[src/rtl/nibble_serial_add_ctrl.sv]
// rtl/nibble_serial_add_ctrl.sv - wide add/subtract sequenced over a shared 4-bit adder slice
// One nibble per cycle, LSB first; the external slice is purely combinational.
module nibble_serial_add_ctrl #(
  parameter int NIBBLES = 4
) (
  input  logic                 clk,
  input  logic                 rst_n,
  input  logic                 start_valid,
  output logic                 start_ready,
  input  logic [4*NIBBLES-1:0] op_a,
  input  logic [4*NIBBLES-1:0] op_b,
  input  logic                 cin,
  input  logic                 sub,
  output logic [3:0]           add_x,
  output logic [3:0]           add_y,
  output logic                 add_cin,
  input  logic [3:0]           add_s,
  input  logic                 add_cout,
  output logic                 busy,
  output logic                 done_valid,
  input  logic                 done_ready,
  output logic [4*NIBBLES-1:0] result,
  output logic                 cout,
  output logic                 overflow
);

  localparam int W    = 4 * NIBBLES;
  localparam int IDXW = (NIBBLES > 1) ? $clog2(NIBBLES) : 1;
  localparam logic [IDXW-1:0] LAST = IDXW'(NIBBLES - 1);

  typedef enum logic [1:0] {
    IDLE = 2'd0,
    RUN  = 2'd1,
    DONE = 2'd2
  } state_t;

  state_t          state;
  state_t          state_n;
  logic [IDXW-1:0] idx;
  logic            carry;
  logic [W-1:0]    a_reg;
  logic [W-1:0]    b_reg;
  logic            last_nib;

  assign last_nib = (idx == LAST);

  always_ff @(posedge clk or negedge rst_n) begin
    if (!rst_n) begin
      state <= IDLE;
    end else begin
      state <= state_n;
    end
  end

  always_comb begin
    state_n     = state;
    start_ready = 1'b0;
    busy        = 1'b1;
    done_valid  = 1'b0;
    add_x       = 4'h0;
    add_y       = 4'h0;
    add_cin     = 1'b0;
    case (state)
      IDLE: begin
        start_ready = 1'b1;
        busy        = 1'b0;
        if (start_valid) state_n = RUN;
      end
      RUN: begin
        add_x   = a_reg[{idx, 2'b00} +: 4];
        add_y   = b_reg[{idx, 2'b00} +: 4];
        add_cin = carry;
        if (last_nib) state_n = DONE;
      end
      DONE: begin
        done_valid = 1'b1;
        if (done_ready) state_n = IDLE;
      end
      default: state_n = IDLE;
    endcase
  end

  // Subtraction is folded into the operand capture: B is stored inverted and the carry seeded with 1.
  always_ff @(posedge clk or negedge rst_n) begin
    if (!rst_n) begin
      idx      <= '0;
      carry    <= 1'b0;
      a_reg    <= '0;
      b_reg    <= '0;
      result   <= '0;
      cout     <= 1'b0;
      overflow <= 1'b0;
    end else begin
      case (state)
        IDLE: begin
          if (start_valid) begin
            a_reg <= op_a;
            b_reg <= sub ? ~op_b : op_b;
            carry <= sub ? 1'b1 : cin;
            idx   <= '0;
          end
        end
        RUN: begin
          result[{idx, 2'b00} +: 4] <= add_s;
          carry                     <= add_cout;
          if (last_nib) begin
            cout     <= add_cout;
            overflow <= (a_reg[W-1] == b_reg[W-1]) & (add_s[3] != a_reg[W-1]);
          end else begin
            idx <= idx + 1'b1;
          end
        end
        default: begin
        end
      endcase
    end
  end

endmodule

[config.mk]
export PLATFORM = sky130hd
export DESIGN_NAME = nibble_serial_add_ctrl
export DESIGN_NICKNAME = d
export VERILOG_FILES = /design/src/rtl/nibble_serial_add_ctrl.sv
export SDC_FILE = /design/constraint.sdc
export NUM_CORES = 1
export LEC_CHECK = 0
export ABC_AREA = 1
export BUFFER_PORTS_ARGS = -buffer_cell sky130_fd_sc_hd__buf_2
export CAP_MARGIN = 10
export CORE_ASPECT_RATIO = 0.7
export CORE_MARGIN = 5
export CORE_UTILIZATION = 30
export CTS_CLUSTER_DIAMETER = 120
export DETAILED_ROUTE_END_ITERATION = 10
export GPL_TIMING_DRIVEN = 0
export MAX_ROUTING_LAYER = met4
export SYNTH_ARGS = -nofsm -noshare
export SYNTH_HDL_FRONTEND = slang
export SYNTH_SLANG_ARGS = --single-unit
[constraint.sdc]
create_clock -name clk -period 2 [get_ports clk]
set_input_delay 0.5 -clock clk [delete_from_list [all_inputs] [get_ports clk]]
set_output_delay 0.5 -clock clk [all_outputs]
set_load 0.03 [all_outputs]
==> metrics, run 1 <==
status=complete, but fails checks; failing checks=setup timing; Peak VDD IR=0.541 mV; clock latency on the worst-skew pair=0.29 ns; EDFF count, synth=0; Final Hold Viols=0; final worst setup slack=-0.0299 ns; diodes inserted=0; reg2reg setup slack=0.14 ns; TritonCTS buffer count=5; CTS tree=yes; final WL=7.40 mm; internal power=3.71 mW; clock buffer depth=2; grt ovf=0; Max Clk Rate=493 MHz; RR Endpoint=result[15]; Req. time, crit path=1.50 ns; Mapped Cells=370; port bufs=71; area occupied by multi-input gates=1280 um2; Crit. End Element=output port; Routed WL per cell=12.7 um; fin nets=500; worst r2r src=idx[0]; area growth from synthesis to layout=30.3%; num ports=73; Setup Skew=0.00491 ns; die area=11900 um2; starting density of the core=0.305; first-pass GRT wire length=12.5 mm; worst setup path end=add_x[1]; CTS HTree Levels=2; Sw Ratio=0.451; final worst path period need=2.03 ns; P_leak=2.04 nW; ratio of cells with drive above 1 in the final layout=0.311; RSZ-0062 raised after global routing=true; Place WS=-0.215 ns; CP Launch Point=idx[0]; switching power=3.05 mW; syn_nets=418; synth top area cells=dfrtp_1 (47%), nand2_1 (17%), inv_1 (6.4%); Setup-failing EPs final=8; gp weighted congestion=0.799; Chip Width=128 um; number of remaining DRC errors=0; max-slew violations=0; largest net degree at the start of global routing=40; HP Class=in2async; Gate power share=0.561; P per Cell Area=1770 nW/um2; most common cell after layout, fill and taps aside=nand2_1; ys async rst share=1.00; Slew @ Worst Pin=0.427 ns; clock network power share=0.164; Die H=92.7 um; period utilization=1.01; Rows=30; CP startpoint kind=flip-flop; Main synth FF type=dfrtp_1; Ys Warns=0; Yosys top cell area share=0.469; Worst slew margin=0.715; CTS sink cnt=55; most frequent cells in the layout=nand2_1 (132), buf_2 (64), dfrtp_1 (55); average cell area after synthesis=7.93 um2; synthesized flop and latch total=55; 1st-iter DRT viols=96; Post-DRT Antenna Nets=0; sequential cell area=1380 um2; total core area=9610 um2; gr usage total=0.133; DP HPWL=5.78 mm; Filler cells=1052; root buf cell=clkbuf_16; cell accounting for the most synthesized area=dfrtp_1; distinct cell type count after synthesis=26; Finished Cell Area=3820 um2; initial antenna violation count=0; DP Area=3470 um2; Reg clk slew, reported paths=0.07 ns; vias per cell=4.35; hold_buf cts=0; CP arrival=1.53 ns; vias=2529; register area share after synthesis=0.469; crit-path max FO=10; vias in the first global route=2580; max-cap violations=0; Flop pwr share=0.276; Reg2Reg Depth=8; Synth Cell Area=2930 um2; WS Path Type=reg2out; First-pass DRT Iterations=4
routing by layer:
layer | vias to the layer above | wire (um) | track usage
met5 | - | 0 | -
met4 | 0 | 80 | 0.0318
met3 | 9 | 319 | 0.0323
met2 | 54 | 3210 | 0.195
met1 | 1168 | 3790 | 0.186
li1 | 1298 | - | -
critical path, cell delays in order, from the launching register on:
cell        delay, ns
dfrtp_1          0.36
buf_6            0.13
clkinvlp_4       0.12
buf_6            0.16
nand2_1          0.07
nand3_2          0.07
a21oi_2          0.18
buf_6            0.15
layout make-up:
| type | count | area share |
|---|---|---|
| plain buffers | 15 | 0.0367 |
| clock inverters | 2 | 0.0157 |
| flip-flops and latches | 55 | 0.360 |
| inverters | 55 | 0.0576 |
| clock buffers | 6 | 0.0337 |
| repair buffers | 76 | 0.119 |
| well taps | 128 | 0.0419 |
| multi-input cells | 244 | 0.335 |
timing repair:
item,CTS,global route
cloned,0,0
gates resized for setup,39,3
setup buffers,4,0
pin swaps,2,0
setup endpoints to repair,21,12
logic make-up (layout without fill, tap and decap cells):
kind of cell / count (synthesis) / after routing / synth area share
AOI/OAI and AO/OA: 43 / 43 / 0.0947
xor gates and xnor gates: 16 / 16 / 0.0478
adders and majority gates: 5 / 5 / 0.0213
buffers and inverters: 71 / 154 / 0.114
DFF: 55 / 55 / 0.469
and+or+nand+nor: 180 / 180 / 0.253
power groups by stage:
| stage | clock [mW] | combinational, mW | sequential, mW |
|---|---|---|---|
| global placement | 0 | 3.34 | 1.88 |
| global route | 1.16 | 4.21 | 1.92 |
| detailed placement | 0 | 3.40 | 1.89 |
| floorplan | 0 | 2.20 | 2.15 |
| finish | 1.11 | 3.79 | 1.86 |
| CTS | 1.13 | 3.82 | 1.87 |
metrics by stage:
stage / instances / hold slack (ns) / utilization / total power, mW / setup TNS, ns
floorplan: 370 / 0.204 / - / 4.35 / 0
global placement: 569 / 0.464 / 0.359 / 5.22 / -0.959
detailed placement: 570 / 0.464 / 0.361 / 5.29 / -1.43
CTS: 581 / 0.160 / 0.397 / 6.81 / -0.242
global route: 581 / 0.180 / 0.398 / 7.30 / -0.820
finish: 581 / 0.145 / 0.398 / 6.76 / -0.143
how the worst min path moves through the flow:
stage,end,slack (ns),cells past startpoint,start
floorplan,a_reg[0],0.20,0,rst_n
global placement,result[11],0.46,2,result[11]
detailed placement,result[8],0.46,2,result[8]
CTS,overflow,0.16,1,rst_n
global route,result[6],0.18,1,rst_n
finish,overflow,0.15,1,rst_n
synthesized netlist by cell type, types with 2 or more instances:
master,n
a21oi_1,8
buf_2,5
buf_4,2
buf_6,6
dfrtp_1,55
ha_1,5
inv_1,50
inv_2,3
nand2_1,134
nand2_2,3
nand3_1,26
nand4_1,2
nor2_1,10
nor2_2,2
nor2_4,2
o21ai_0,17
o21ai_2,16
xnor2_1,16
(Power assumes the default switching activity.)
==> inputs of run 2 (changes only) <==
SETUP_SLACK_MARGIN = 0.4   (was not set)
==> run 2 against run 1 <==
Effect of this change: clock power is 23% lower; setup slack better by 0.079 ns; critical path type unchanged; power increased by 21%; utilization is 7.0 points higher; global-route usage is 0.32 points higher; the flow now finishes without violations; cell area up 17%; critical path depth did not move.
==> metrics, run 2 (same netlist as run 1, synthesis figures left out) <==
CTS tree=yes (unchanged); max-cap violations=0 (unchanged); slowest cell delay on critical path=0.37 ns (was 0.36 ns); critical path, cell by cell=buf_6 > inv_8 > buf_6 > nand2_2 > nand3_2 > a21oi_4 > buf_6 (was buf_6 > clkinvlp_4 > buf_6 > nand2_1 > nand3_2 > a21oi_2 > buf_6); die area=11900 um2 (unchanged); period utilization=0.975 (was 1.01); CP bufs+invs=4 (unchanged); P per Cell Area=1830 nW/um2 (was 1770 nW/um2); crit-path max FO=6 (was 10); vias per cell=4.40 (was 4.35); switching power=3.82 mW (was 3.05 mW); CTS HTree Levels=2 (unchanged); vias in the first global route=2597 (was 2580); WS Path Type=reg2out (unchanged); final WL=8.15 mm (was 7.40 mm); CP arrival=1.45 ns (was 1.53 ns); most common cell after layout, fill and taps aside=nand2_1 (unchanged); initial antenna violation count=0 (unchanged); Final Hold Viols=0 (unchanged); Total Power=8.20 mW (was 6.76 mW); port bufs=71 (unchanged); Worst slew margin=0.532 (was 0.715); Slew @ Worst Pin=0.703 ns (was 0.427 ns); area growth from synthesis to layout=53.0% (was 30.3%); Chip Width=128 um (unchanged); RSZ-0062 raised after global routing=true (unchanged); DP HPWL=5.78 mm (about the same); Non-Filler Instances=601 (was 581); Req. time, crit path=1.50 ns (about the same); CP startpoint kind=flip-flop (unchanged); Gate power share=0.668 (was 0.561); Post-DRT Antenna Nets=0 (unchanged); worst r2r src=idx[0] (unchanged); Flop pwr share=0.229 (was 0.276); number of remaining DRC errors=0 (unchanged); internal power=4.39 mW (was 3.71 mW); total core area=9610 um2 (unchanged); Peak VDD IR=0.664 mV (was 0.541 mV); Inst Count DP=569 (was 570); CTS sink cnt=55 (unchanged); starting density of the core=0.305 (unchanged); vias=2644 (was 2529); clock buffer depth=2 (unchanged); Crit. End Element=output port (unchanged); HP Class=in2async (unchanged); final worst path period need=1.95 ns (was 2.03 ns); first-pass GRT wire length=12.8 mm (was 12.5 mm); max-slew violations=0 (unchanged); Place WS=0.167 ns (was -0.215 ns); Setup TNS=0 ns (was -0.143 ns); Routed WL per cell=13.6 um (was 12.7 um); RR Endpoint=result[12] (was result[15]); CP max stage cell=dfrtp_1 (unchanged); clock latency on the worst-skew pair=0.29 ns (about the same); largest net degree at the start of global routing=56 (was 40); 1st-iter DRT viols=102 (was 96); First-pass DRT Iterations=4 (unchanged); Rows=30 (unchanged); grt ovf=0 (unchanged); Reg2Reg Depth=10 (was 8); clock network power share=0.104 (was 0.164); Max Clk Rate=513 MHz (was 493 MHz); Sw Ratio=0.465 (was 0.451); Reg clk slew, reported paths=0.07 ns (about the same); fin nets=520 (was 500); reg2reg setup slack=0.18 ns (was 0.14 ns); most frequent cells in the layout=nand2_1 (105), buf_2 (58), dfrtp_1 (54) (was nand2_1 (132), buf_2 (64), dfrtp_1 (55)); Setup-failing EPs final=0 (was 8); root buf cell=clkbuf_16 (unchanged); Top cell by count, worst path=buf_6 (unchanged); status=finished, final reports clean (was complete, but fails checks); diodes inserted=0 (unchanged); gp weighted congestion=0.810 (was 0.799); gr usage total=0.136 (was 0.133); ratio of cells with drive above 1 in the final layout=0.469 (was 0.311); Die H=92.7 um (unchanged); Top delay family on crit path=buffers and inverters (unchanged); num ports=73 (unchanged); hold_buf cts=0 (unchanged); P_leak=2.24 nW (was 2.04 nW); final worst setup slack=0.0490 ns (was -0.0299 ns); Setup Skew=0.00514 ns (was 0.00491 ns); TritonCTS buffer count=5 (unchanged)
run 2: cell count changes in the layout (fill, tap and decap cells not counted), sizes merged:
cell    change
buf        +21
bufinv      -2
clkbuf      -1
clkinv      +1
inv         +1
run 2: cell type report:
cell class | count | area [um2]
inverters | 55 | 241
multi-input cells | 244 | 1680
well taps | 128 | 160
flip-flops and latches | 55 | 1380
repair buffers | 95 | 683
fillers | 965 | 5120
clock inverters | 2 | 12.5
clock buffers | 6 | 129
plain buffers | 16 | 211
run 2: power groups by stage:
stage / combinational [mW] / clock (mW) / sequential (mW)
6_report: 5.48 / 0.851 / 1.88
5_1_grt: 5.90 / 0.928 / 1.93
4_1_cts: 4.72 / 0.884 / 1.87
3_5_place_dp: 3.86 / 0 / 1.90
3_3_place_gp: 3.79 / 0 / 1.88
2_1_floorplan: 2.65 / 0 / 2.15
run 2: what timing repair did:
action / CTS / global route
buffers inserted: 8 / 14
cloned: 2 / 0
pin swaps: 13 / 44
endpoints found under the setup margin: 28 / 28
gates resized for setup: 66 / 76
run 2: worst max-delay path by stage:
stage           start  endpoint  slack, ns  cells after the start
4_1_cts        idx[0]  add_x[3]       0.04                      6
3_5_place_dp   idx[1]  add_y[3]       0.17                      5
6_report       idx[0]  add_y[0]       0.05                      7
5_1_grt        idx[0]  add_y[2]     -0.008                      7
2_1_floorplan  idx[0]  add_x[0]       0.40                      5
3_3_place_gp   idx[0]  add_x[0]       0.20                      7
run 2: stage by stage:
stage / utilization / hold WS (ns) / instance area, um2
floorplan: - / 0.204 / 3120
global route: 0.467 / 0.315 / 4490
CTS: 0.428 / 0.397 / 4110
detailed placement: 0.378 / 0.462 / 3630
global placement: 0.378 / 0.464 / 3630
finish: 0.467 / 0.251 / 4490
run 2: metal layers:
layer / vias to the layer above / wire length (um) / track usage / share of wire
li1: 1343 / - / - / -
met1: 1233 / 4070 / 0.196 / 0.50
met2: 61 / 3660 / 0.200 / 0.45
met3: 7 / 381 / 0.0294 / 0.047
met4: 0 / 41 / 0.0212 / 0.0050
met5: - / 0 / - / 0
